<file path="config.mk">
export PLATFORM = sky130hd
export DESIGN_NAME = pipeline_run_ctrl
export DESIGN_NICKNAME = d
export VERILOG_FILES = /design/src/rtl/pipeline_run_ctrl.sv
export SDC_FILE = /design/constraint.sdc
export NUM_CORES = 1
export LEC_CHECK = 0
export CAP_MARGIN = 20
export CELL_PAD_IN_SITES_DETAIL_PLACEMENT = 2
export CELL_PAD_IN_SITES_GLOBAL_PLACEMENT = 2
export CORE_MARGIN = 3
export CORE_UTILIZATION = 33
export DETAILED_ROUTE_END_ITERATION = 12
export MAX_ROUTING_LAYER = met4
export PLACE_DENSITY_LB_ADDON = 0.1
export REMOVE_ABC_BUFFERS = 1
export SLEW_MARGIN = 20
export SYNTH_ARGS = -nofsm -noshare
export SYNTH_HDL_FRONTEND = slang
export SYNTH_SLANG_ARGS = --single-unit
</file>
<file path="constraint.sdc">
create_clock -name i_clk -period 3.1 [get_ports i_clk]
set_input_delay 0.465 -clock i_clk [delete_from_list [all_inputs] [get_ports i_clk]]
set_output_delay 0.465 -clock i_clk [all_outputs]
set_load 0.01 [all_outputs]
</file>
<file path="src/rtl/pipeline_run_ctrl.sv">
// Run/step/halt sequencer for the 5-stage pipeline: gates the pipe and fetch enables,
// drains in-flight instructions after a halt opcode, and counts active cycles.
module pipeline_run_ctrl #(
  parameter int unsigned DRAIN_CYCLES = 4,
  parameter int unsigned CNT_W        = 32
) (
  input  logic             i_clk,
  input  logic             i_reset,
  input  logic             i_run,
  input  logic             i_step,
  input  logic             i_halt,
  input  logic             i_halt_instr_id,
  input  logic             i_stall,
  input  logic             i_clear_cnt,
  output logic             o_pipe_en,
  output logic             o_fetch_en,
  output logic             o_running,
  output logic             o_halted,
  output logic [2:0]       o_state,
  output logic [CNT_W-1:0] o_cycle_cnt
);

  localparam int unsigned DRAIN_W = 4;

  typedef enum logic [2:0] {
    IDLE  = 3'd0,
    RUN   = 3'd1,
    STEP  = 3'd2,
    DRAIN = 3'd3,
    DONE  = 3'd4
  } state_t;

  state_t             state, state_nxt;
  logic [DRAIN_W-1:0] drain_cnt, drain_nxt;
  logic               fgo;

  // State and drain counter registers
  always_ff @(posedge i_clk or posedge i_reset) begin
    if (i_reset) begin
      state     <= IDLE;
      drain_cnt <= '0;
    end else begin
      state     <= state_nxt;
      drain_cnt <= drain_nxt;
    end
  end

  // Next-state and enable decode
  always_comb begin
    state_nxt  = state;
    drain_nxt  = drain_cnt;
    o_pipe_en  = 1'b0;
    o_fetch_en = 1'b0;
    fgo        = ~i_stall & ~i_halt_instr_id;
    case (state)
      IDLE: begin
        if (i_halt)      state_nxt = IDLE;
        else if (i_run)  state_nxt = RUN;
        else if (i_step) state_nxt = STEP;
      end
      RUN: begin
        o_pipe_en  = 1'b1;
        o_fetch_en = fgo;
        if (i_halt) begin
          state_nxt = IDLE;
        end else if (i_halt_instr_id && !i_stall) begin
          state_nxt = DRAIN;
          drain_nxt = DRAIN_W'(DRAIN_CYCLES - 1);
        end
      end
      STEP: begin
        o_pipe_en  = 1'b1;
        o_fetch_en = fgo;
        if (i_halt_instr_id && !i_stall) begin
          state_nxt = DRAIN;
          drain_nxt = DRAIN_W'(DRAIN_CYCLES - 1);
        end else begin
          state_nxt = IDLE;
        end
      end
      DRAIN: begin
        o_pipe_en = 1'b1;
        if (drain_cnt == '0) state_nxt = DONE;
        else                 drain_nxt = drain_cnt - DRAIN_W'(1);
      end
      DONE:    state_nxt = DONE;
      default: state_nxt = IDLE;
    endcase
  end

  // Saturating active-cycle counter; clear beats increment
  always_ff @(posedge i_clk or posedge i_reset) begin
    if (i_reset) begin
      o_cycle_cnt <= '0;
    end else if (i_clear_cnt) begin
      o_cycle_cnt <= '0;
    end else if (o_pipe_en && (o_cycle_cnt != '1)) begin
      o_cycle_cnt <= o_cycle_cnt + CNT_W'(1);
    end
  end

  assign o_running = (state == RUN) || (state == DRAIN);
  assign o_halted  = (state == DONE);
  assign o_state   = 3'(state);

endmodule
</file>
==> results of run 1 <==
path summary, 6_finish.rpt:
path	to	slack, ps	cells past startpoint	from
setup / recovery	o_cycle_cnt[28]	650	5	o_cycle_cnt[3]
hold / removal	drain_cnt[3]	520	1	drain_cnt[3]
setup reg to reg	o_cycle_cnt[28]	650	5	o_cycle_cnt[3]
hold reg to reg	drain_cnt[3]	520	1	drain_cnt[3]
max in group asynchronous	o_cycle_cnt[7]	2130	3	i_reset
min in group asynchronous	drain_cnt[0]	600	3	i_reset
cell type report:
type / count / area share [%]
multi-input cells: 191 / 40.64
flip-flops and latches: 39 / 33.72
repair buffers: 50 / 16.95
well taps: 77 / 3.329
clock buffers: 6 / 2.853
inverters: 10 / 1.297
clock inverters: 2 / 1.211
power groups by stage:
| stage | Clock [mW] | Sequential, mW | Combinational, mW |
|---|---|---|---|
| after global placement | 0 | 0.518 | 0.0359 |
| after CTS | 0.460 | 0.508 | 0.0363 |
| final | 0.450 | 0.508 | 0.0351 |
| after floorplan | 0 | 0.518 | 0.0126 |
| after global routing | 0.486 | 0.508 | 0.0401 |
| after detailed placement | 0 | 0.518 | 0.0363 |
per-stage QoR:
stage	total power, mW	setup slack [ps]	cells	util [%]
2_1_floorplan	0.5310	538.4	240	-
3_3_place_gp	0.5542	759.3	367	42.99
3_5_place_dp	0.5546	663.6	367	42.99
4_1_cts	1.005	647.3	375	44.81
5_1_grt	1.034	497.2	375	44.81
6_report	0.9936	646.3	375	44.81
registers in the layout, summed over array words and instances, names as in the netlist:
signal and flops:
drain_cnt 4, o_cycle_cnt 32, o_state 3
kinds of logic after synthesis:
group | after synthesis | share of synthesized area [%]
simple gates | 111 | 27.53
compound gates | 63 | 17.53
flops | 39 | 43.55
buf+inv | 21 | 4.243
xor+xnor | 13 | 5.081
mux | 2 | 0.9492
fa+ha+maj | 2 | 1.117
cells in the mapped netlist (all sizes together) (5+ instances only):
cell | instances | area (um2)
dfrtp | 39 | 975.9
a21oi | 23 | 115.1
nor2 | 22 | 82.58
nand2 | 20 | 75.07
o21ai | 14 | 70.06
nand4 | 13 | 87.58
nand3 | 12 | 60.06
xnor2 | 12 | 105.1
inv | 10 | 37.53
o31ai | 10 | 75.07
or4 | 10 | 78.82
or3 | 8 | 55.05
nor4 | 7 | 50.05
buf | 6 | 38.79
clkbuf | 5 | 18.77
worst max-delay path: stages (launching register included):
cell     delay, ps
dfrtp_1        450
and4_4         280
nand4_2        280
or4_4          720
or4_1          500
a21oi_1        150
metal layers:
metal | track usage (%) | vias up
met5 | - | -
met4 | 4.945 | 0
met3 | 3.259 | 7
met2 | 30.18 | 37
met1 | 27.52 | 1067
li1 | - | 1013
==> summary.md, run 1 <==
| Metric | Value |
|---|---|
| Status | finished, final reports clean |
| HPWL after detailed placement | about 4800 um |
| Leading cell type in the layout, fill and taps excluded | clkdlybuf4s50_1 |
| Met1 WL | 3376 um |
| Sequential element share of the synthesized area | roughly 44% |
| Placement Cell Area | 2776 um2 |
| Hold WC Path Type | register to register |
| Ys async rst share | 100.0% |
| Worst-Skew Late Latency | 300 ps |
| Post-Syn Instances | 251 |
| Die Area | 7815 um2 |
| Multi-input logic area | 1176 um2 |
| Clk_skew | 10.14 ps |
| Distinct cells, synth | 47 |
| Die height | 88.41 um |
| Slew headroom | a little under half |
| ANT nets after route | 0 |
| CP Class | register to register |
| Worst setup SP type | register |
| Cell-internal power | slightly below 800 uW |
| Syn_area_per_cell | 8.928 um2 |
| Yosys warnings | 0 |
| Iter 0 DRT Violations | 89 |
| Filler Cell Count | around 720 |
| Synthesized cell area | approximately 2200 um2 |
| Post-cts resize count | 0 |
| Sw Ratio | between 20% and 30% |
| Detail-routed via count per cell | around 5.7 |
| Worst-Margin Slew | 774.6 ps |
| Pins Over Slew Limit | 0 |
| Total GRT Usage | 19.82% |
| Sequential share of power | about half |
| Clock tree buffer depth | 2 |
| Area delta synth->final | 29.15% |
| Vias in the first global route | 2278 |
| TritonCTS Buffers | 5 |
| Fin crit period | 2454 ps |
| DR WL met3 | between 200 and 250 um |
| CP Data Required Time | 3320 ps |
| Crit path DAT | about 2700 ps |
| Port Buf Inserts | 46 |
| DR pass1 iterations | 4 |
| Ports | 47 |
| Wire length per cell | 18.19 um |
| Die X-Extent | 88.41 um |
| H-tree lvl count | 2 |
| Cell area after layout | ~2900 um2 |
| Most frequent cells in the layout | clkdlybuf4s50_1, dfrtp_1, a21oi_1 |
| Placeable Area | between 6000 and 7000 um2 |
| CTS tree | built |
| FF+latch area | 975.9 um2 |
| Gr ovfl total | 0 |
| Post-CTS setup buffers | 0 |
| Clock tree sinks | 39 |
| Synth Register Bits | 39 |
| Routed via count | 2124 |
| Initial antenna violation count | 0 |
| RSZ-0062 raised after global routing | no |
| Max Clk Rate | 407.6 MHz |
| Highest metal used | met4 |
| Largest net degree at the start of global routing | 40 |
| Comb power frac | between 3 and 4% |
| Top FF cell, synth | dfrtp_1 |
| Final wirelength | 6821 um |
| PD cells | roughly 340 nW/um2 |
| VDD IR max | 0.1819 mV |
| Final setup fails | 0 |
| Switching Power | around 210 uW |
| WHS | 521.7 ps |
| Initial Utilization | 34.70% |
| Root Driver | clkbuf_8 |
| EDFF count, synth | 0 |
| Hold_buf cts | 0 |
| Fin nets | ~300 |
| Setup TNS | 0 ps |
| Metal2 WL | 3157 um |
| Worst Path Max Fanout | 14 |
| Row count | 29 |
| CP Capture Type | register |
| Ant. Diodes | 0 |
| Reg clk slew, reported paths | 80 ps |
| GPL Wtd Cong | 0.7721 |
| DR DRC count | 0 |
| Clk network pwr share | around 45% |
| Max cap viols | 0 |
| Fraction of layout cells with a size suffix above 1 | 7.047% |
| Final period util | 79.15% |
| P_leak | approximately 1.1 nW |
| First-pass GRT wire length | approximately 12000 um |
| Final hold violations | 0 |
Note: power is estimated with default switching activity, not from simulation.
==> run 2, diff against run 1 <==
CORE_UTILIZATION = 27   (was 33)
clock period = 2.05 ns   (was 3.1 ns; I/O delays follow)
==> summary.md, run 2 (same netlist as run 1, synthesis figures left out) <==
| Metric | Value |
|---|---|
| Final period util | a little over nine tenths |
| Worst-Skew Late Latency | about 300 ps |
| Fin cells | 448 |
| Setup ws final | 29.35 ps |
| Status | finished, final reports clean |
| Total power | roughly 1.3 mW |
| Routed via count | 2356 |
| CP Class | register to register |
| Slowest Stage Delay on Critical Path | 500 ps |
| Wire length per cell | around 18 um |
| Place WS | -50.86 ps |
| P_leak | ~1.3 nW |
| Crit path DAT | 2260 ps |
| Biggest register | o_cycle_cnt |
| Core Util, Final | 41.93% |
| First-pass GRT wire length | 13070 um |
| Max Clk Rate | 494.9 MHz |
| Fin nets | 355 |
| ANT nets after route | 0 |
| Initial Utilization | 28.41% |
| Die X-Extent | 97.10 um |
| Worst-Margin Slew | about 530 ps |
| Final hold violations | 0 |
| Fin crit period | 2021 ps |
| Leading cell type in the layout, fill and taps excluded | buf_4 |
| CP Capture Type | register |
| Reg clk slew, reported paths | 80 ps |
| CTS tree | built |
| Total GRT Usage | 17.39% |
| DR pass1 iterations | 4 |
| DR DRC count | 0 |
| Worst Path Max Fanout | 10 |
| Root Driver | clkbuf_8 |
| Max FFs per register | 32 |
| Max cap viols | 0 |
| H-tree lvl count | 2 |
| HPWL after detailed placement | slightly below 6000 um |
| Clock tree buffer depth | 2 |
| Worst setup SP type | register |
| Ant. Diodes | 0 |
| CP Data Required Time | 2290 ps |
| Fraction of layout cells with a size suffix above 1 | 21.97% |
| FF+latch area | 975.9 um2 |
| Hold WC Path Type | input pin to async pin |
| Placed instance count | around 440 |
| VDD IR max | 0.2087 mV |
| RSZ-0062 raised after global routing | yes |
| Row count | 32 |
| Critical path cell sequence | and4_4, nand4_4, buf_4, or3_4, or4_4, a21oi_2 |
| Placeable Area | 7888 um2 |
| Clk_skew | 9.197 ps |
| Crit-path slowest cell | or4_4 |
| Detail-routed via count per cell | about 5.3 |
| Iter 0 DRT Violations | 63 |
| Filler Cell Count | 885 |
| Initial antenna violation count | 0 |
| Largest net degree at the start of global routing | 40 |
| Most frequent cells in the layout | buf_4, clkdlybuf4s50_1, dfrtp_1 |
| Final wirelength | 8035 um |
| Die Area | 9428 um2 |
| Final setup fails | 0 |
| Multi-input logic area | 1232 um2 |
| Die height | 97.10 um |
| PD cells | roughly 410 nW/um2 |
| GPL Wtd Cong | 0.7839 |
| Area delta synth->final | 47.57% |
| Pins Over Slew Limit | 0 |
| Ports | 47 |
| Vias in the first global route | 2581 |
| Clock tree sinks | 39 |
| Gr ovfl total | 0 |
| Port Buf Inserts | 46 |
| Slew headroom | between 60% and 70% |
| TritonCTS Buffers | 5 |
[run 2: where the power goes]
group          total, mW  leakage (nW)     switching, mW  internal (mW)
Sequential         0.769         0.540  0.00000000000480          0.769
Clock              0.523        0.0422             0.284          0.239
Combinational     0.0553         0.757            0.0357         0.0196
[run 2: final timing paths]
path | startpoint | end | slack (ps) | cells past startpoint
max | o_cycle_cnt[5] | o_cycle_cnt[23] | 30 | 6
min | i_reset | o_cycle_cnt[27] | 440 | 3
max reg2reg | o_cycle_cnt[5] | o_cycle_cnt[23] | 30 | 6
min reg2reg | drain_cnt[0] | drain_cnt[0] | 540 | 1
max in group asynchronous | i_reset | o_cycle_cnt[14] | 1250 | 3
min in group i_clk | drain_cnt[0] | drain_cnt[0] | 540 | 1
[run 2: repair_timing]
| item | CTS | global route |
|---|---|---|
| gates resized for setup | 3 | 13 |
| gates cloned | 0 | 0 |
| buffers inserted | 1 | 2 |
| hold buffers | 0 | 0 |
| setup endpoints to repair | 5 | 10 |
| pin swaps | 1 | 5 |
[run 2: final cells by class]
type,instances,share of cell area [%]
clock inverter,1,0.1513
clock buffer,7,2.308
sequential,39,29.51
timing repair buffer,98,25.77
tap,102,3.859
multi-input combinational,191,37.27
inverter,10,1.135
[run 2: critical path: cells and delay by family, from the launching register on]
kind                   cells  cell delay, ps
AO/OA/AOI/OAI              1             140
AND/OR/NAND/NOR            4            1280
buffers and inverters      1             180
flip-flops                 1             350
[run 2: routing by layer]
metal / vias to the layer above / routed length, um / track usage, %
met1: 1200 / 3732 / 22.08
li1: 1117 / - / -
met3: 5 / 182 / 2.584
met2: 34 / 4059 / 29.72
met5: - / 0 / -
met4: 0 / 61 / 3.240
[run 2: metrics by stage]
stage / TNS (ps) / hold WS, ps / cell area, um2
floorplan: -10330 / 370.6 / 2183
global placement: 0 / 495.3 / 3146
detailed placement: -61.70 / 515.1 / 3146
CTS: 0 / 461.4 / 3238
global route: -286.4 / 502.6 / 3307
finish: 0 / 435.3 / 3307
